<file path="config.mk">
export PLATFORM = sky130hd
export DESIGN_NAME = ahb_app_arbiter
export DESIGN_NICKNAME = d
export VERILOG_FILES = /design/src/rtl/ahb_app_arbiter.sv
export SDC_FILE = /design/constraint.sdc
export NUM_CORES = 1
export LEC_CHECK = 0
export ABC_CLOCK_PERIOD_IN_PS = 2100
export CELL_PAD_IN_SITES_DETAIL_PLACEMENT = 1
export CELL_PAD_IN_SITES_GLOBAL_PLACEMENT = 1
export CORE_MARGIN = 3
export CORE_UTILIZATION = 21
export CTS_CLUSTER_DIAMETER = 200
export DETAILED_ROUTE_END_ITERATION = 8
export PLACE_DENSITY = 0.73
export REMOVE_ABC_BUFFERS = 1
export SKIP_CTS_REPAIR_TIMING = 1
export SLEW_MARGIN = 20
export SYNTH_ARGS = -nofsm -noshare
export SYNTH_HDL_FRONTEND = slang
export SYNTH_SLANG_ARGS = --single-unit
</file>
<file path="constraint.sdc">
create_clock -name HCLK -period 2.1 [get_ports HCLK]
set_input_delay 0.42 -clock HCLK [delete_from_list [all_inputs] [get_ports HCLK]]
set_output_delay 0.42 -clock HCLK [all_outputs]
set_load 0.02 [all_outputs]
</file>
<file path="src/rtl/ahb_app_arbiter.sv">
// ----------------------------------------------------------------------------
// ahb_app_arbiter
//
// Shares one AHB-Lite master's application interface among NUM_REQ
// requesters. One requester is granted at a time; its INCR burst of
// 1..MAX_BEATS word beats is sequenced onto the master, honouring m_wait.
// Read data, read-valid and error are routed back to the granted requester.
//
// Configuration macro:
//   ARB_FIXED_PRIO_EN  defined   -> fixed priority, lowest index wins
//                      undefined -> round-robin starting at rr_ptr (default)
//
// Ports:
//   HCLK, HRESETn         clock, asynchronous active-low reset
//   req_valid/req_wr      per-requester request and direction (1 = write)
//   req_addr/req_len      per-requester burst start address and beat count
//   req_wdata             per-requester current write-beat data
//   gnt                   registered one-hot grant
//   beat_ack              pulse: address beat accepted, present next wdata
//   rsp_rdata/rsp_valid   read data pass-through to the granted requester
//   rsp_error             pulse: burst aborted on error
//   m_enable..m_data_in   master application inputs
//   m_data_out, m_data_valid, m_error, m_wait   master application outputs
// ----------------------------------------------------------------------------
module ahb_app_arbiter #(
    parameter int  NUM_REQ   = 2,
    parameter int  MAX_BEATS = 16,
    localparam int LEN_W     = $clog2(MAX_BEATS) + 1,
    localparam int IDX_W     = (NUM_REQ > 1) ? $clog2(NUM_REQ) : 1
) (
    input  logic                     HCLK,
    input  logic                     HRESETn,
    input  logic [NUM_REQ-1:0]       req_valid,
    input  logic [NUM_REQ-1:0]       req_wr,
    input  logic [NUM_REQ*32-1:0]    req_addr,
    input  logic [NUM_REQ*LEN_W-1:0] req_len,
    input  logic [NUM_REQ*32-1:0]    req_wdata,
    output logic [NUM_REQ-1:0]       gnt,
    output logic [NUM_REQ-1:0]       beat_ack,
    output logic [31:0]              rsp_rdata,
    output logic [NUM_REQ-1:0]       rsp_valid,
    output logic [NUM_REQ-1:0]       rsp_error,
    output logic                     m_enable,
    output logic                     m_new_trans,
    output logic                     m_inc,
    output logic                     m_busy,
    output logic                     m_wr,
    output logic [31:0]              m_addr,
    output logic [31:0]              m_data_in,
    input  logic [31:0]              m_data_out,
    input  logic                     m_data_valid,
    input  logic                     m_error,
    input  logic                     m_wait
);

    typedef enum logic [1:0] {
        ST_IDLE  = 2'd0,
        ST_BURST = 2'd1,
        ST_DRAIN = 2'd2,
        ST_ERR   = 2'd3
    } state_t;

    state_t              state_r;
    logic [NUM_REQ-1:0]  gnt_r;
    logic [IDX_W-1:0]    gidx_r;
    logic [31:0]         addr_r;
    logic [LEN_W-1:0]    rem_r;
    logic                m_enable_r;
    logic                m_new_trans_r;
    logic                m_inc_r;
    logic                m_wr_r;

    logic [IDX_W-1:0]    win_s;
    logic [31:0]         win_addr_s;
    logic [LEN_W-1:0]    win_len_s;
    logic                win_wr_s;
    logic                release_s;
    logic [IDX_W-1:0]    next_ptr_s;
    logic [NUM_REQ-1:0]  beat_ack_s;
    logic [NUM_REQ-1:0]  rsp_valid_s;
    logic [NUM_REQ-1:0]  rsp_error_s;
    logic [31:0]         data_in_s;

    // A length of zero means one beat; anything above MAX_BEATS is clipped.
    function automatic logic [LEN_W-1:0] clip_len(input logic [LEN_W-1:0] len);
        if (len == '0) begin
            return LEN_W'(1);
        end else if (len > LEN_W'(MAX_BEATS)) begin
            return LEN_W'(MAX_BEATS);
        end else begin
            return len;
        end
    endfunction

    function automatic logic [NUM_REQ-1:0] to_onehot(input logic [IDX_W-1:0] idx);
        logic [NUM_REQ-1:0] oh;
        oh = '0;
        for (int i = 0; i < NUM_REQ; i++) begin
            if (IDX_W'(i) == idx) begin
                oh[i] = 1'b1;
            end else begin
                oh[i] = 1'b0;
            end
        end
        return oh;
    endfunction

`ifdef ARB_FIXED_PRIO_EN
    // Lowest asserted index wins; scanning downward lets the lowest overwrite.
    function automatic logic [IDX_W-1:0] pick_winner(input logic [NUM_REQ-1:0] vld);
        logic [IDX_W-1:0] win;
        win = '0;
        for (int i = NUM_REQ - 1; i >= 0; i--) begin
            if (vld[i]) begin
                win = IDX_W'(i);
            end else begin
                win = win;
            end
        end
        return win;
    endfunction

    // Fixed priority: winner depends on the request vector only.
    always_comb begin
        win_s = pick_winner(req_valid);
    end
`else
    logic [IDX_W-1:0] rr_ptr_r;

    // First asserted request found when scanning upward from ptr, wrapping.
    function automatic logic [IDX_W-1:0] pick_winner(input logic [NUM_REQ-1:0] vld,
                                                     input logic [IDX_W-1:0]   ptr);
        logic [IDX_W-1:0] win;
        logic [IDX_W-1:0] idx;
        logic             found;
        win   = '0;
        found = 1'b0;
        for (int i = 0; i < NUM_REQ; i++) begin
            idx = IDX_W'((int'(ptr) + i) % NUM_REQ);
            if (!found && vld[idx]) begin
                win   = idx;
                found = 1'b1;
            end else begin
                found = found;
            end
        end
        return win;
    endfunction

    // Round-robin: search starts at the requester after the last one served.
    always_comb begin
        win_s = pick_winner(req_valid, rr_ptr_r);
    end

    // Pointer advances past the served requester whenever a grant is released.
    always_ff @(posedge HCLK or negedge HRESETn) begin
        if (!HRESETn) begin
            rr_ptr_r <= '0;
        end else if (release_s) begin
            rr_ptr_r <= next_ptr_s;
        end else begin
            rr_ptr_r <= rr_ptr_r;
        end
    end
`endif

    // Select the winning requester's burst descriptor for latching.
    always_comb begin
        win_addr_s = 32'd0;
        win_len_s  = '0;
        win_wr_s   = 1'b0;
        for (int i = 0; i < NUM_REQ; i++) begin
            if (IDX_W'(i) == win_s) begin
                win_addr_s = req_addr[i*32 +: 32];
                win_len_s  = req_len[i*LEN_W +: LEN_W];
                win_wr_s   = req_wr[i];
            end else begin
                win_addr_s = win_addr_s;
            end
        end
    end

    // Grant release: DRAIN finishing its data phase, or ERR once m_error drops.
    always_comb begin
        release_s  = ((state_r == ST_DRAIN) && !m_error && !m_wait) ||
                     ((state_r == ST_ERR) && !m_error);
        if (gidx_r == IDX_W'(NUM_REQ - 1)) begin
            next_ptr_s = '0;
        end else begin
            next_ptr_s = gidx_r + IDX_W'(1);
        end
    end

    // Return-path steering; everything is masked by the registered grant so
    // nothing ever reaches an ungranted requester.
    always_comb begin
        beat_ack_s  = '0;
        rsp_valid_s = '0;
        rsp_error_s = '0;
        data_in_s   = 32'd0;
        if ((state_r == ST_BURST) && !m_wait && !m_error) begin
            beat_ack_s = gnt_r;
        end else begin
            beat_ack_s = '0;
        end
        if (((state_r == ST_BURST) || (state_r == ST_DRAIN)) && m_error) begin
            rsp_error_s = gnt_r;
        end else begin
            rsp_error_s = '0;
        end
        if (m_data_valid) begin
            rsp_valid_s = gnt_r;
        end else begin
            rsp_valid_s = '0;
        end
        for (int i = 0; i < NUM_REQ; i++) begin
            if (gnt_r[i]) begin
                data_in_s = req_wdata[i*32 +: 32];
            end else begin
                data_in_s = data_in_s;
            end
        end
    end

    // Burst sequencer: grant, beat counting, address increment, drain, error.
    always_ff @(posedge HCLK or negedge HRESETn) begin
        if (!HRESETn) begin
            state_r       <= ST_IDLE;
            gnt_r         <= '0;
            gidx_r        <= '0;
            addr_r        <= 32'd0;
            rem_r         <= '0;
            m_enable_r    <= 1'b0;
            m_new_trans_r <= 1'b0;
            m_inc_r       <= 1'b0;
            m_wr_r        <= 1'b0;
        end else begin
            case (state_r)
                ST_IDLE: begin
                    if (|req_valid) begin
                        gidx_r        <= win_s;
                        gnt_r         <= to_onehot(win_s);
                        addr_r        <= win_addr_s;
                        rem_r         <= clip_len(win_len_s);
                        m_enable_r    <= 1'b1;
                        m_new_trans_r <= 1'b1;
                        // m_inc reflects the burst length, constant for the burst.
                        m_inc_r       <= (clip_len(win_len_s) > LEN_W'(1));
                        m_wr_r        <= win_wr_s;
                        state_r       <= ST_BURST;
                    end else begin
                        state_r       <= ST_IDLE;
                    end
                end
                ST_BURST: begin
                    if (m_error) begin
                        rem_r         <= '0;
                        m_enable_r    <= 1'b0;
                        m_new_trans_r <= 1'b0;
                        m_inc_r       <= 1'b0;
                        m_wr_r        <= 1'b0;
                        state_r       <= ST_ERR;
                    end else if (!m_wait) begin
                        addr_r        <= addr_r + 32'd4;
                        rem_r         <= rem_r - LEN_W'(1);
                        m_new_trans_r <= 1'b0;
                        if (rem_r == LEN_W'(1)) begin
                            m_enable_r <= 1'b0;
                            m_inc_r    <= 1'b0;
                            m_wr_r     <= 1'b0;
                            state_r    <= ST_DRAIN;
                        end else begin
                            state_r    <= ST_BURST;
                        end
                    end else begin
                        state_r       <= ST_BURST;
                    end
                end
                ST_DRAIN: begin
                    if (m_error) begin
                        state_r <= ST_ERR;
                    end else if (!m_wait) begin
                        gnt_r   <= '0;
                        state_r <= ST_IDLE;
                    end else begin
                        state_r <= ST_DRAIN;
                    end
                end
                ST_ERR: begin
                    if (!m_error) begin
                        gnt_r   <= '0;
                        state_r <= ST_IDLE;
                    end else begin
                        state_r <= ST_ERR;
                    end
                end
                default: begin
                    state_r       <= ST_IDLE;
                    gnt_r         <= '0;
                    m_enable_r    <= 1'b0;
                    m_new_trans_r <= 1'b0;
                    m_inc_r       <= 1'b0;
                    m_wr_r        <= 1'b0;
                end
            endcase
        end
    end

    assign gnt         = gnt_r;
    assign beat_ack    = beat_ack_s;
    assign rsp_valid   = rsp_valid_s;
    assign rsp_error   = rsp_error_s;
    assign rsp_rdata   = (|gnt_r) ? m_data_out : 32'd0;
    assign m_enable    = m_enable_r;
    assign m_new_trans = m_new_trans_r;
    assign m_inc       = m_inc_r;
    assign m_busy      = 1'b0;
    assign m_wr        = m_wr_r;
    assign m_addr      = addr_r;
    assign m_data_in   = data_in_s;

endmodule

</file>
==> results of run 1 <==
-- worst max-delay path, stage by stage --
cell and delay, ns:
clkdlybuf4s50_1 0.47, and2_1 0.13, clkdlybuf4s50_1 0.61
-- cell type report --
cell class	count	area, um2	area share
tap	229	287	0.0370
multi-input combinational	370	2580	0.333
sequential	47	1180	0.152
clock buffer	7	153	0.0197
antenna	4	10.0	0.00129
timing repair buffer	338	3480	0.450
inverter	11	41.3	0.00534
clock inverter	1	7.51	0.000971
-- power groups by stage --
stage	sequential, mW	clock [mW]	combinational, mW
3_5_place_dp	1.81	0	6.75
5_1_grt	1.87	0.916	7.24
6_report	1.80	0.861	6.72
2_1_floorplan	2.22	0	2.83
3_3_place_gp	1.78	0	6.54
4_1_cts	1.80	0.879	6.77
-- per-layer routing --
layer	global-route usage	up-vias	part of all wire
met5	0	-	0
met4	0.0525	0	0.026
met3	0.0346	26	0.067
met2	0.348	207	0.52
met1	0.211	2392	0.39
li1	-	2352	-
-- Yosys cell counts, drive strengths merged (2+ instances only) --
cell type and number:
a31o 2, nor3b 2, a32oi 2, mux2 23, o21a 6, o21ai 30
nand3 22, a22o 32, inv 11, a21oi 29, o41ai 2, buf 18
nand2 49, o22ai 18, nor3 7, and2 4, o221ai 3, clkbuf 15
and3 6, nor2b 36, a21o 2, a221oi 2, a311oi 2, mux2i 28
a222oi 2, ha 8, nor2 19, nand4 10, and4 7, dfrtp 47
nor4 8
-- logic make-up after synthesis --
| family | Yosys count | synth area share |
|---|---|---|
| other | 1 | 0.000961 |
| flip-flops | 47 | 0.301 |
| adder cells (fa/ha/maj) | 8 | 0.0257 |
| buffers and inverters | 45 | 0.0587 |
| AO/OA/AOI/OAI | 138 | 0.241 |
| AND/OR/NAND/NOR | 172 | 0.234 |
| multiplexers | 51 | 0.138 |
-- metrics by stage --
step                utilization  TNS, ns  worst slack [ns]
CTS                       0.414   -12.16            -0.438
detailed placement        0.405    -4.77            -0.308
finish                    0.428        0            0.0512
global route              0.427        0          0.000232
global placement          0.405    -2.43            -0.275
floorplan                     -   -62.95            -0.933
-- layout by cell type (no fill, tap or decap), types with 26 or more instances in the layout --
master / count
nor2b_1: 34
clkdlybuf4s50_1: 216
mux2i_1: 28
a21oi_1: 29
nand2_1: 48
dlymetal6s2s_1: 64
dfrtp_1: 47
buf_4: 47
o21ai_0: 26
a22o_1: 32
-- state kept, by name, indices dropped and copies added, names as in the netlist --
signal,cells
m_new_trans,1
rr_ptr_r,1
gidx_r,1
m_enable,1
gnt,2
m_inc,1
rem_r,5
m_addr,32
m_wr,1
state_r,2
-- path summary, 6_finish.rpt --
path                       depth (start not counted)  slack (ns)    startpoint      endpoint
max reg2reg                                        7        0.09    state_r[0]      rem_r[2]
min reg2reg                                        1        0.48        gidx_r      rr_ptr_r
max                                                3        0.05  m_data_valid  rsp_valid[0]
max in group asynchronous                          2        1.69       HRESETn      m_enable
min                                                2        0.14       HRESETn    m_addr[29]
min in group HCLK                                  1        0.48        gidx_r      rr_ptr_r
==> metrics, run 1 <==
Top FF cell, synth dfrtp_1; Starting DRT DRC Count 175; Top Ports 288; worst hold-check path type in -> async; Antenna Nets Post-Route 0; Seq cells post-synth 47; Rel. slew slack 0.662; die area about 20000 um2; DRC viols 0; Final HPWL DP 16.5 mm; layout cells sized above 1 0.147; Max Cap Viol 0; crit-path max FO 2; post-synthesis async set-or-reset flop share 1.00; CP endpoint kind output pin; combinational share of power 0.716; min Tclk post-route 2.05 ns; Leak Pwr between 3 and 4 nW; Die Ht 142 um; initial antenna violation count 3; Tot Pwr 9.39 mW; Final Non-Filler Cells 1007; Initial DRT Pass Iterations 4; TritonCTS Buffers 5; final instance area 7730 um2; P_sw between 4 and 5 mW; Int Power 5.01 mW; Slew @ Worst Pin 0.508 ns; EDFF count, synth 0; worst path arrival time around 1.6 ns; Tot GR Track Use 0.185; Mapped Area 3900 um2; sequential share of power 0.192; Clk Latency, worst-skew pair 0.29 ns; routability congestion estimate between 0.8 and 0.9; Congestion Overflow GR 0; Total Wirelength approximately 20 mm; Area contributors post-synth dfrtp_1 30%, a22o_1 7.2%, mux2i_1 7.2%; Final Hold Slack 0.137 ns; Layout area overhead 98.2%; Setup crit start kind primary input; RSZ-0062 raised after global routing false; Worst EP required around 1.7 ns; # setup viols final 0; status finished clean; final hold vios 0; Yosys warning total 0; fill count approximately 2100; routed length per instance ~20 um; Vias/cell between 4 and 5; Synth top area share 0.301; CTS Buffer Depth 2; vias in the first global route 5247; part of the power in the clock network 0.092; NumNets Final 960; largest net degree at the start of global routing 37; pwr/cell area 1210 nW/um2; Crit Path Category in -> out; FP Rows 49; CTS tree built; initial core utilization 0.216; Synth Instances 462; clk_skew 0.00520 ns; sw frac 0.466; Die Wd 142 um; Num Clock Sinks 47; VDD IR max 0.000450 V; Placed Instance Area 7330 um2; I/O Buffers 286; fin. max-slew vios 0; Clock Tree Root clkbuf_16; post-synth top area cell dfrtp_1; first-pass GRT wire length 29.7 mm; via count roughly 5000; sequential area share after synthesis 0.301; core area 18100 um2; Period Utilization, post-route 0.976; Highest Clock Rate around 0.49 GHz; Yosys cell types 50; CTS clk-pin slew, worst paths around 0.070 ns; CTS HTree Levels 2; Inst Count DP 993; mean post-synth cell area 8.45 um2
(Power assumes the default switching activity.)
==> run 2: changes to the inputs <==
--- a/config.mk
+++ b/config.mk
@@ -6,13 +6,11 @@
 export NUM_CORES = 1
 export LEC_CHECK = 0
 export ABC_CLOCK_PERIOD_IN_PS = 2100
-export CELL_PAD_IN_SITES_DETAIL_PLACEMENT = 1
-export CELL_PAD_IN_SITES_GLOBAL_PLACEMENT = 1
 export CORE_MARGIN = 3
-export CORE_UTILIZATION = 21
+export CORE_UTILIZATION = 32
 export CTS_CLUSTER_DIAMETER = 200
 export DETAILED_ROUTE_END_ITERATION = 8
-export PLACE_DENSITY = 0.73
+export PLACE_DENSITY = 0.75
 export REMOVE_ABC_BUFFERS = 1
 export SKIP_CTS_REPAIR_TIMING = 1
 export SLEW_MARGIN = 20
==> metrics, run 2 (same netlist as run 1, synthesis figures left out) <==
status finished clean; CTS clk-pin slew, worst paths 0.07 ns (about the same); Total Wirelength 18.0 mm (-10%); reg-to-reg slack, setup 0.08 ns (about the same); min Tclk post-route 2.02 ns (-0.0276 ns); Rel. slew slack 0.612 (-0.0500); Die Ht 116 um (-18%); # setup viols final 0 (unchanged); fin. max-slew vios 0 (unchanged); worst path arrival time 2.18 ns (+0.55 ns); CP top delay family buffers and inverters; RSZ-0062 raised after global routing false; Placed Instance Area 7250 um2 (-1.1%); Starting DRT DRC Count 273 (+56%); gr busiest metal met2; Leak Pwr 3.87 nW (-1.3%); Clock Tree Root clkbuf_16; Storage cell area 1180 um2 (unchanged); Worst Path Buf+Inv 4 (+2); Final Util 0.650 (+0.222); CTS Buffer Depth 2 (unchanged); Congestion Overflow GR 0 (unchanged); Antenna Nets Post-Route 0 (unchanged); CP peak stage delay 0.41 ns (-0.20 ns); Initial DRT Pass Iterations 4 (unchanged); most frequent cells in the layout 215 x clkdlybuf4s50_1, 61 x dlymetal6s2s_1, 51 x buf_4; initial antenna violation count 0 (-3); final instance area 7580 um2 (-2.0%); VDD IR max 0.000537 V (+19%); commonest non-fill, non-tap cell in the layout clkdlybuf4s50_1; CP endpoint kind flop; Period Utilization, post-route 0.962 (-0.0132); final hold vios 0 (unchanged); CP max-delay cell dfrtp_1; routed length per instance 19.6 um (-1.3%); Slew @ Worst Pin 0.583 ns (+0.0751 ns); Setup crit start kind flop; routability congestion estimate 0.944 (+14%); most used cell, CP buf_4; Num Clock Sinks 47 (unchanged); Crit Path Category reg -> reg; Inst Count DP 910 (-8.4%); TritonCTS Buffers 5 (unchanged); clk_skew 0.00610 ns (+0.000903 ns); Max Cap Viol 0 (unchanged); pwr/cell area 1230 nW/um2 (+1.0%); crit-path max FO 33 (+31); CTS HTree Levels 2 (unchanged); Final Hold Slack 0.130 ns (-0.00726 ns); global routing usage on met3 0.0508 (+0.0162); Die Wd 116 um (-18%); crit-path cells ha_1, nor3b_2, buf_4, buf_4, o21a_1, buf_12, buf_4, o22ai_1, a21oi_1; die area 13600 um2 (-33%); initial core utilization 0.335 (+0.119); Highest Clock Rate 0.495 GHz (+1.4%); fill count 997 (-52%); NumNets Final 961 (+0.10%); max FFs per register 32 (unchanged); CTS tree built; Tot Pwr 9.29 mW (-1.0%); first-pass GRT wire length 26.6 mm (-10%); Vias/cell 5.44 (+10%); Top Ports 288 (unchanged); Diodes inserted 0 (-4); worst hold-check path type in -> async; via count 4990 (+0.26%); largest net degree at the start of global routing 41 (+11%); vias in the first global route 4827 (-8.0%); Clk Latency, worst-skew pair 0.29 ns (about the same); core area 11700 um2 (-36%); layout cells sized above 1 0.148 (+0.00110); FP Rows 39 (-20%); Tot GR Track Use 0.251 (+0.0662); met2 global-route usage 0.424 (+0.0762); Final Non-Filler Cells 918 (-8.8%); Multi-input gate area 2550 um2 (-0.92%); GR Util met1 0.336 (+0.125); I/O Buffers 286 (unchanged); Layout area overhead 94.1%; DRC viols 0 (unchanged); Final HPWL DP 14.3 mm (-13%); Worst EP required 2.26 ns (+0.58 ns)
run 2: cell types whose count changed in the layout (fill, tap and decap cells not counted), sizes merged:
cell           change
clkdlybuf4s50      -1
buf                +5
diode              -4
clkinv             +1
clkbuf             -1
dlymetal6s2s       -3
run 2: report_power, final:
part / switching [mW] / total (mW) / leakage, nW / internal [mW]
Clock: 0.360 / 0.801 / 0.0669 / 0.441
Sequential: 0.494 / 1.82 / 0.585 / 1.33
Combinational: 3.48 / 6.67 / 3.22 / 3.19
Total: 4.34 / 9.29 / 3.87 / 4.95
run 2: metal layers:
layer / vias up / routed length [um]
met5: - / 0
met4: 0 / 251
met3: 18 / 1370
met2: 232 / 8620
met1: 2392 / 7800
li1: 2348 / -
run 2: worst paths after layout:
check,startpoint,endpoint,cells past startpoint
min in group HCLK,gidx_r,rr_ptr_r,1
max,state_r[0],m_addr[10],9
min,HRESETn,m_addr[16],1
max reg2reg,state_r[0],m_addr[10],9
min reg2reg,gidx_r,rr_ptr_r,1
max in group asynchronous,HRESETn,m_addr[1],2
run 2: area by class of cell:
type                       instances  area share
timing repair buffer             339       0.460
multi-input combinational        370       0.337
sequential                        47       0.155
tap                              143      0.0236
clock buffer                       6      0.0170
inverter                          11     0.00545
clock inverter                     2     0.00165
run 2: worst reg2reg max path, cell delays in order, from the launching register on:
cell     delay, ns
dfrtp_1       0.41
ha_1          0.24
nor3b_2       0.16
buf_4         0.14
buf_4         0.15
o21a_1        0.21
buf_12        0.18
buf_4         0.17
o22ai_1       0.17
a21oi_1       0.06
run 2: through the flow:
| step | setup TNS, ns | setup slack [ns] |
|---|---|---|
| 6_report | 0 | 0.0788 |
| 5_1_grt | 0 | 0.00524 |
| 4_1_cts | -9.07 | -0.341 |
| 3_5_place_dp | -2.98 | -0.254 |
| 3_3_place_gp | -2.01 | -0.266 |
| 2_1_floorplan | -62.95 | -0.933 |
==> run 3: changes to the inputs <==
--- a/config.mk
+++ b/config.mk
@@ -10,6 +10,7 @@
 export CORE_UTILIZATION = 32
 export CTS_CLUSTER_DIAMETER = 200
 export DETAILED_ROUTE_END_ITERATION = 8
+export GPL_TIMING_DRIVEN = 1
 export PLACE_DENSITY = 0.75
 export REMOVE_ABC_BUFFERS = 1
 export SKIP_CTS_REPAIR_TIMING = 1
==> results of run 3 <==
No change in the layout: final DEF, timing and power equal those of run 2.
